<file path="src/rtl/midi_pkg.sv">
// rtl/midi_pkg.sv - shared MIDI constants, command encoding and FSM state types
package midi_pkg;

    // Status nibbles / bytes, shared with the receive FSM
    localparam logic [3:0] NOTE_OFF = 4'h8;
    localparam logic [3:0] NOTE_ON  = 4'h9;
    localparam logic [3:0] PROGRAM  = 4'hC;
    localparam logic [7:0] RESET    = 8'hFF;

    // A value no real status byte can take; marks "no status remembered"
    localparam logic [7:0] STATUS_NONE = 8'h00;

    // cmd input encoding
    localparam logic [1:0] CMD_NOTE_OFF = 2'd0;
    localparam logic [1:0] CMD_NOTE_ON  = 2'd1;
    localparam logic [1:0] CMD_PROGRAM  = 2'd2;
    localparam logic [1:0] CMD_RESET    = 2'd3;

    typedef enum logic [1:0] {
        MSG_IDLE,
        MSG_LOAD,
        MSG_SEND,
        MSG_NEXT
    } msg_state_e;

    typedef enum logic [1:0] {
        UART_IDLE,
        UART_START,
        UART_DATA,
        UART_STOP
    } uart_state_e;

    function automatic logic [7:0] status_byte(input logic [1:0] cmd, input logic [3:0] channel);
        case (cmd)
            CMD_NOTE_OFF: return {NOTE_OFF, channel};
            CMD_NOTE_ON:  return {NOTE_ON, channel};
            CMD_PROGRAM:  return {PROGRAM, channel};
            default:      return RESET;
        endcase
    endfunction

    // Index of the final byte of a message: notes 3 bytes, program 2, reset 1
    function automatic logic [1:0] last_byte_idx(input logic [1:0] cmd);
        case (cmd)
            CMD_NOTE_OFF, CMD_NOTE_ON: return 2'd2;
            CMD_PROGRAM:               return 2'd1;
            default:                   return 2'd0;
        endcase
    endfunction

endpackage

</file>
<file path="src/rtl/midi_uart_tx.sv">
// rtl/midi_uart_tx.sv - byte-in/bit-out 8N1 serializer
module midi_uart_tx
    import midi_pkg::*;
#(
    parameter int BAUD_DIV = 1600
)
(
    input  logic       clk,
    input  logic       rst,
    input  logic       ce,
    input  logic [7:0] data,
    input  logic       start,
    output logic       busy,
    output logic       tx
);

    localparam int CW = (BAUD_DIV > 1) ? $clog2(BAUD_DIV) : 1;
    localparam logic [CW-1:0] LAST_TICK = CW'(BAUD_DIV - 1);

    uart_state_e   state;
    uart_state_e   state_next;
    logic [CW-1:0] baud_cnt;
    logic [2:0]    bit_idx;
    logic [7:0]    shreg;
    logic          bit_end;

    assign bit_end = ce && (baud_cnt == LAST_TICK);

    // State register, baud counter, bit index and shift register
    always_ff @(posedge clk or negedge rst) begin
        if (!rst) begin
            state    <= UART_IDLE;
            baud_cnt <= '0;
            bit_idx  <= '0;
            shreg    <= '0;
        end else if (ce) begin
            state <= state_next;
            if (state == UART_IDLE) begin
                baud_cnt <= '0;
                bit_idx  <= '0;
                if (start) begin
                    shreg <= data;
                end
            end else begin
                baud_cnt <= bit_end ? '0 : baud_cnt + CW'(1);
                if (state == UART_DATA && bit_end) begin
                    shreg   <= {1'b0, shreg[7:1]};
                    bit_idx <= bit_idx + 3'd1;
                end
            end
        end
    end

    // Next state and line drive; busy drops in the final stop-bit cycle so the
    // message FSM can line up the next byte with minimal idle gap
    always_comb begin
        state_next = state;
        tx         = 1'b1;
        busy       = 1'b1;
        case (state)
            UART_IDLE: begin
                busy = 1'b0;
                if (ce && start) begin
                    state_next = UART_START;
                end
            end
            UART_START: begin
                tx = 1'b0;
                if (bit_end) begin
                    state_next = UART_DATA;
                end
            end
            UART_DATA: begin
                tx = shreg[0];
                if (bit_end && bit_idx == 3'd7) begin
                    state_next = UART_STOP;
                end
            end
            UART_STOP: begin
                busy = !bit_end;
                if (bit_end) begin
                    state_next = UART_IDLE;
                end
            end
            default: state_next = UART_IDLE;
        endcase
    end

endmodule

</file>
<file path="src/rtl/midi_tx.sv">
// rtl/midi_tx.sv - MIDI message encoder and 31250-baud UART transmit path
module midi_tx
    import midi_pkg::*;
#(
    parameter int BAUD_DIV       = 1600,
    parameter int RUNNING_STATUS = 1
)
(
    input  logic       clk,
    input  logic       rst,
    input  logic       ce,
    input  logic [3:0] channel,
    input  logic [1:0] cmd,
    input  logic [6:0] num,
    input  logic [6:0] vel,
    input  logic       req,
    output logic       ready,
    output logic       done,
    output logic       tx
);

    msg_state_e state;
    msg_state_e state_next;
    logic [1:0] cmd_q;
    logic [3:0] chan_q;
    logic [6:0] num_q;
    logic [6:0] vel_q;
    logic [1:0] byte_idx;
    logic [1:0] sel_idx;
    logic [1:0] last_idx;
    logic [7:0] last_status;
    logic [7:0] status;
    logic [7:0] tx_byte;
    logic       skip;
    logic       start;
    logic       uart_busy;
    logic       accept;

    assign ready  = (state == MSG_IDLE);
    assign accept = req && ready && ce;

    // Byte selection; a status byte equal to the last one sent is skipped by
    // going straight to the first data byte, so LOAD always launches a byte
    always_comb begin
        status   = status_byte(cmd_q, chan_q);
        last_idx = last_byte_idx(cmd_q);
        skip     = (RUNNING_STATUS != 0) && (cmd_q != CMD_RESET)
                   && (byte_idx == 2'd0) && (status == last_status);
        sel_idx  = skip ? 2'd1 : byte_idx;
        case (sel_idx)
            2'd0:    tx_byte = status;
            2'd1:    tx_byte = {1'b0, num_q};
            default: tx_byte = {1'b0, vel_q};
        endcase
    end

    // Message FSM state register
    always_ff @(posedge clk or negedge rst) begin
        if (!rst) begin
            state <= MSG_IDLE;
        end else begin
            state <= state_next;
        end
    end

    // Message FSM next state and serializer start strobe
    always_comb begin
        state_next = state;
        start      = 1'b0;
        case (state)
            MSG_IDLE: if (accept) state_next = MSG_LOAD;
            MSG_LOAD: if (ce) begin
                start      = 1'b1;
                state_next = MSG_SEND;
            end
            MSG_SEND: if (ce && !uart_busy) state_next = MSG_NEXT;
            MSG_NEXT: if (ce) state_next = (byte_idx == last_idx) ? MSG_IDLE : MSG_LOAD;
            default:  state_next = MSG_IDLE;
        endcase
    end

    // Request latch, byte index, running-status memory and done pulse
    always_ff @(posedge clk or negedge rst) begin
        if (!rst) begin
            cmd_q       <= '0;
            chan_q      <= '0;
            num_q       <= '0;
            vel_q       <= '0;
            byte_idx    <= '0;
            last_status <= STATUS_NONE;
            done        <= 1'b0;
        end else if (ce) begin
            done <= (state == MSG_NEXT) && (byte_idx == last_idx);
            case (state)
                MSG_IDLE: if (accept) begin
                    cmd_q    <= cmd;
                    chan_q   <= channel;
                    num_q    <= num;
                    vel_q    <= vel;
                    byte_idx <= 2'd0;
                end
                MSG_LOAD: begin
                    byte_idx <= sel_idx;
                    if (sel_idx == 2'd0) begin
                        last_status <= (cmd_q == CMD_RESET) ? STATUS_NONE : status;
                    end
                end
                MSG_NEXT: if (byte_idx != last_idx) byte_idx <= byte_idx + 2'd1;
                default: ;
            endcase
        end
    end

    midi_uart_tx #(
        .BAUD_DIV(BAUD_DIV)
    ) u_uart (
        .clk   (clk),
        .rst   (rst),
        .ce    (ce),
        .data  (tx_byte),
        .start (start),
        .busy  (uart_busy),
        .tx    (tx)
    );

endmodule
</file>
<file path="config.mk">
export PLATFORM = sky130hd
export DESIGN_NAME = midi_tx
export DESIGN_NICKNAME = d
export VERILOG_FILES = /design/src/rtl/midi_pkg.sv /design/src/rtl/midi_uart_tx.sv /design/src/rtl/midi_tx.sv
export SDC_FILE = /design/constraint.sdc
export NUM_CORES = 1
export LEC_CHECK = 0
export BUFFER_PORTS_ARGS = -buffer_cell sky130_fd_sc_hd__buf_2
export CORE_ASPECT_RATIO = 1.25
export CORE_UTILIZATION = 47
export DETAILED_ROUTE_END_ITERATION = 16
export PLACE_DENSITY = 0.63
export SKIP_LAST_GASP = 1
export SYNTH_ARGS = -nofsm -noshare
export SYNTH_HDL_FRONTEND = slang
export SYNTH_SLANG_ARGS = --single-unit
export TNS_END_PERCENT = 30
</file>
<file path="constraint.sdc">
create_clock -name clk -period 3.06 [get_ports clk]
set_input_delay 0.612 -clock clk [delete_from_list [all_inputs] [get_ports clk]]
set_output_delay 0.612 -clock clk [all_outputs]
set_load 0.02 [all_outputs]
</file>
# [Yosys cells after proc, flatten, opt, wreduce, memory -nomap -nowiden]
# Cells that the tools add are included.
[totals] out_inout_bits=3 wordCells=98 in_bits=24 regBits=57
[classes] reduce_logical=27 n_addsub=3 n_eq_ne=26 muxes=30
[ops] operator="8-bit two-way mux" count=4
[ops] operator="11-bit two-way mux" count=2
[ops] operator="2-bit two-way mux" count=11
[ops] operator="7-bit case mux with 3 select lines" count=1
[ops] operator="2-bit case mux with 4 select lines" count=2
[ops] operator="8-bit case mux with 2 select lines" count=1
[ops] operator="2-bit equality test, second input constant" count=6
[ops] operator="2-bit != test, second input constant" count=6
[ops] operator="11-bit by 1-bit adder with 11-bit output, second input constant" count=1
[ops] operator="11-bit equality test, second input constant" count=1
[ops] operator="1-bit logical AND" count=10
[ops] operator="2-bit logical NOT" count=5
[ops] operator="2-bit by 1-bit != test with 1-bit output, second input constant" count=5
[ops] operator="3-bit AND reduction" count=3
[ops] operator="2-bit by 1-bit equality test with 1-bit output, second input constant" count=4
[ops] operator="8-bit equality test" count=1
[ops] operator="4-bit AND reduction" count=2
[ops] operator="3-bit two-way mux" count=2
[ops] operator="2-bit case mux with 3 select lines" count=1
[ops] operator="5-bit AND reduction" count=1
[ops] operator="1-bit case mux with 2 select lines" count=2
[ops] operator="2-bit case mux with 2 select lines" count=1
[ops] operator="3-bit by 1-bit adder with 3-bit output, second input constant" count=1
[ops] operator="3-bit equality test, second input constant" count=1
[ops] operator="9 further kinds" count=12

# [Depth between registers and ports, before layout]
[depth] word_depth=9 ltp_mapped=10 ltp_nobuf=7

# [Cells and area by module]
# Synthesis repeated with hierarchy kept, for this count alone.
[unflattened] hier_cells=287 hier_area_um2=3189.3
[modules_own_cells] mod="midi_tx" area_each_um2=1823.0 instances=1 seq_area_each_um2=825.8 cells_each=158
[modules_own_cells] mod="midi_uart_tx" area_each_um2=1366.3 instances=1 seq_area_each_um2=600.6 cells_each=129

# [Worst setup path before layout]
# Ideal clock, no wire load.
[synth_path] path_type="reg-to-reg" startpoint="register byte_idx[1]" endpoint="register last_status[7]" stages_incl_launch_ff=10 required_time_ps=2935 t_arrival_ps=2243 setup_ps=125 n_path_buf=2 setup_slack_ps=692 period_less_slack_ps=2368 cell_sequence="dfrtp_1 clkbuf_1 inv_1 ha_1 nand2_1 or4_4 or3_1 buf_6 nand4_4 mux2_4"
[synth_via] elab_chain_cells=6
[synth_lines] element="from (decl)" line="midi_tx.sv:28" source="logic [1:0] byte_idx;"
[synth_lines] element="from (signal assigned)" line="midi_tx.sv:103" source="byte_idx <= sel_idx;"
[synth_lines] element="from (signal assigned)" line="midi_tx.sv:108" source="MSG_NEXT: if (byte_idx != last_idx) byte_idx <= byte_idx + 2'd1;"
[synth_lines] element="2-bit logical NOT" line="midi_tx.sv:48" source="&& (byte_idx == 2'd0) && (status == last_status);"
[synth_lines] element="1-bit logical AND (2 in series)" line="midi_tx.sv:48"
[synth_lines] element="2-bit two-way mux (*)" line="midi_tx.sv:49" source="sel_idx = skip ? 2'd1 : byte_idx;"
[synth_lines] element="2-bit logical NOT (*)" line="midi_tx.sv:104" source="if (sel_idx == 2'd0) begin"
[synth_lines] element="3-bit AND reduction (no source line) (*)"
[synth_lines] element="to (signal assigned)" line="midi_tx.sv:105" source="last_status <= (cmd_q == CMD_RESET) ? STATUS_NONE : status;"
[synth_lines] element="to (decl)" line="midi_tx.sv:31" source="logic [7:0] last_status;"
# Mark *: on every way between the ends. The rest lies on a longest branch, timed or not.
# A chain may end at the register's enable or synchronous reset.

# [Final worst setup path]
[layout_path] startpoint="register byte_idx[1]" endpoint="register u_uart.shreg[3]"
[layout_via] elab_chain_cells=8 word_cells_on_any_way=9 classes_between="eq/ne (1); mux (4); reduce/logical (4)"
[layout_lines] element="2-bit logical NOT" line="midi_tx.sv:48"
[layout_lines] element="1-bit logical AND (2 in series)" line="midi_tx.sv:48"
[layout_lines] element="2-bit two-way mux (*)" line="midi_tx.sv:49"
[layout_lines] element="2-bit by 1-bit equality test with 1-bit output or 2-bit logical NOT (tied branches)" line="midi_tx.sv:50" source="case (sel_idx)"
[layout_lines] element="8-bit case mux with 2 select lines (*)" line="midi_tx.sv:50"
[layout_lines] element="8-bit two-way mux (*)" line="midi_uart_tx.sv:41" source="if (start) begin"
[layout_lines] element="8-bit two-way mux (*)" line="midi_uart_tx.sv:38" source="if (state == UART_IDLE) begin"
[layout_lines] element="to (signal assigned)" line="midi_uart_tx.sv:42" source="shreg <= data;"
[layout_lines] element="to (signal assigned)" line="midi_uart_tx.sv:47" source="shreg <= {1'b0, shreg[7:1]};"
[layout_lines] element="to (decl)" line="midi_uart_tx.sv:24" source="logic [7:0] shreg;"
# Mark *: on every way between the ends. The rest lies on a longest branch, timed or not. The select of a mux whose other input is x is not followed.

==> results.txt <==
* # resized after CTS: 0
- Final weighted congestion of routability-driven global placement: 0.739
- The pre-antenna-repair detailed-routing pass consisted of 4 iterations.
- CTS hold repair buffers: 0
- Dividing the detail-routed via count by the number of cells gives 5.43.
* Post-Synthesis Mean Instance Area: 10.9 µm²
- Power per standard cell area: 905 mW/mm²
* Fraction of layout instances using a drive strength above 1: 0.254
- Worst supply voltage drop on vdd: 0.676 mV
* Arrival time of data at the critical path endpoint: 2660 ps
- STA classifies the critical path startpoint as a flop.
- Number of enable flip-flop cells after synthesis: 0
* Final critical-path required period: 2450 ps
- The HPWL after detailed placement is 4350 µm.
- Fmax: 408 MHz
- Clock latency on the worst-skew pair: 340 ps
- At the worst endpoint, the required time is 3270 ps.
- The final number of hold-violating endpoints came to 0.
- The Yosys step of the flow raised 0 warnings.
- After floorplanning, the core was divided into 32 placement rows.
* Count of buffers inserted at the top-level ports: 26
- Once layout is complete, the utilization of the core stands at 0.558.
* Worst-case clock buffer depth: 2
- The run finished with clean final reports.
- 27 I/O pins were placed.
- The number of global-route vias before repair was 2190.
- Detailed Route WL: 5970 µm
* Share of synthesized cell area in and, or, nand and nor gates: 0.160
* Number of filler cells placed in the layout: 571
* Area Overhead vs Synth: 13.4%
- For this block, the initial DRC count from the detailed router was 94.
- Adder-cell area share of the yosys netlist: 0.0488
- Top FF cell, synth: dfrtp_1
- Initial antenna violation count: 0
- CTS tree: yes
* Setup total negative slack: 0 ps
- Compound-gate portion of the synthesized area: 0.110
- Sequential area share after synthesis: 0.464
- STA classifies the critical path endpoint as a flop.
* Clock root buffer: clkbuf_8
- Multi-input gate area: 0.00154 mm²
- Floorplan die height: 92.4 µm
* Number of H-tree levels: 3
- Total Nets Final: 350
- The floorplan step set the die width to 74.4 µm.
* Overall Global Routing Usage: 0.202
- Worst-path maximum fanout: 15
- The path class of the tightest hold or removal check is in2async.
- The critical path in this run is classified as reg2reg.
- The core region is 0.00625 mm².
- For the pin with the worst max-slew slack, the measured transition is 928 ps.
- Counting flops and latches in the post-synthesis netlist gives 57.
* Leakage power total: 1.65 nW
- The netlist uses 48 different library cells.
- In this run, CTS created clock tree buffers numbering 9.
- In the final routed layout, each cell accounts on average for 14.8 µm.
- 0 antenna diodes ended up in the layout.
- Vias post-DR: 2193
- Hold timing on the final database bottoms out at a slack of 134 ps.
* Pin count of the biggest net entering global routing: 29
- The first global-routing pass estimated 10400 µm of wire.
- Of the total synthesized cell area, the portion taken by XOR and XNOR cells is 0.0456.
- # Max-Cap Violations: 0
- After synthesis, the share of cell area in mux cells is 0.137.
- Clock tree sinks: 57
- Clock edge transition at the registers on the reported setup and hold paths: 70 ps
- Of the available clock period, the critical path in the final layout requires 0.800.
* Final Max Slew Viols: 0
- By area, the combinational part of the netlist is dominated by simple AND/OR/NAND/NOR gates.
- Unrepaired setup endpoints after global routing: false
- After clock tree synthesis, the setup repair step added 0 buffers.
- For this configuration, the core starts out at a cell density of 0.492.
- Synth async-reset ratio: 1.00
- Post-synth net total: 318
- The count of nets left with antenna violations once routing finished came out at 0.
* Total global routing overflow: 0
- The die covers 0.00687 mm².
- Combined flip-flop and latch cell area: 0.00143 mm²
- Setup violations remaining at the end of the flow were counted as 0.
* Worst clock skew on the final layout: 10.3 ps
- In the routed design, unresolved DRC markers number 0.
* Mapped Cells: 282
* Synthesized cell area: 0.00308 mm²
- Headroom to the max-slew limit came out at 0.380.
layer usage:
layer | GRT usage | vias up | share of wire
met1 | 0.261 | 1051 | 0.46
met2 | 0.325 | 44 | 0.49
met3 | 0.0533 | 13 | 0.037
met5 | 0 | - | 0
li1 | - | 1085 | -
met4 | 0.0676 | 0 | 0.018
where the power goes:
group          leakage, nW  internal, mW  total (mW)  switching [mW]
clock               0.0912         0.373       0.693           0.320
sequential           0.724          1.03        1.29           0.254
combinational        0.839         0.562        1.18           0.614
state kept, by name (all words and copies together), names as in the netlist:
name and count:
byte_idx 2, chan_q 4, cmd_q 2, done 1, last_status 8, num_q 7, state 2, u_uart.baud_cnt 11
u_uart.bit_idx 3, u_uart.shreg 8, u_uart.state 2, vel_q 7
synthesized netlist by cell type, drive strengths merged, types with 2 or more instances:
cell type	n	area, µm²
dfrtp	57	1430
mux2	31	360
nand3	22	110
nand2	18	67.6
nor2	18	67.6
a31oi	15	93.8
inv	15	56.3
ha	12	150
xnor2	9	78.8
o22ai	8	50.1
o21ai	7	35.0
xor2	7	61.3
clkbuf	6	22.5
mux2i	6	60.1
nand2b	6	37.5
a21oi	3	15.0
and3	3	18.8
buf	3	26.3
nand4	3	40.0
nor2b	3	18.8
nor3	3	15.0
nor4	3	48.8
o31ai	3	32.5
a21o	2	15.0
o2bb2ai	2	17.5
or4b	2	27.5
worst max-delay path, stage by stage (launching register included):
cell	delay, ps
dfrtp_1	540
inv_1	140
ha_1	150
nand2_1	50
or4_4	500
or3_1	390
buf_4	220
a31oi_1	210
a31oi_1	120
final timing paths:
| kind | start | end | slack (ps) | cells past startpoint |
|---|---|---|---|---|
| setup reg to reg | byte_idx[1] | u_uart.shreg[3] | 610 | 8 |
| max in group asynchronous | rst | vel_q[6] | 2280 | 2 |
| setup / recovery | byte_idx[1] | u_uart.shreg[3] | 610 | 8 |
| hold / removal | rst | u_uart.baud_cnt[5] | 130 | 1 |
| min in group clk | done | done | 480 | 1 |
| hold reg to reg | done | done | 480 | 1 |
final cells by class:
class / instances / share of cell area
inverter: 16 / 0.0172
tap: 85 / 0.0305
multi-input combinational: 200 / 0.442
clock buffer: 9 / 0.0355
timing repair buffer: 30 / 0.0459
sequential: 57 / 0.409
clock inverter: 7 / 0.0204
cell usage in the layout (no fill, tap or decap), types with 2 or more instances in the layout:
master,netlist,final
o31ai_2,2,2
xor2_1,7,7
buf_4,0,4
nand2b_1,6,6
a21oi_1,3,3
nand3_1,22,22
nor3_1,3,3
nor4_4,2,2
clkbuf_8,0,9
clkinv_2,0,2
or4b_4,2,2
a31oi_1,15,15
xnor2_1,9,9
dfrtp_1,57,57
o22ai_1,8,8
o2bb2ai_1,2,2
a21o_1,2,2
nor2_1,18,18
mux2_2,22,22
ha_1,12,12
mux2_1,6,6
mux2_4,3,3
inv_1,15,15
o21ai_0,7,7
mux2i_1,6,6
and3_1,3,3
nor2b_1,3,3
buf_2,0,26
clkinvlp_4,0,3
nand2_1,18,18
logic make-up after synthesis:
family	Yosys count
compound gates	49
xor+xnor	16
fa+ha+maj	12
buf+inv	25
flops	57
mux	37
simple gates	86
metrics by stage:
stage	worst slack, ps	total power, mW	area, µm²	instances
floorplan	692	2.18	3080	282
global route	437	3.40	3490	404
global placement	493	2.45	3290	388
detailed placement	464	2.49	3290	388
CTS	609	3.19	3490	404
finish	612	3.16	3490	404
(Power assumes the default switching activity.)
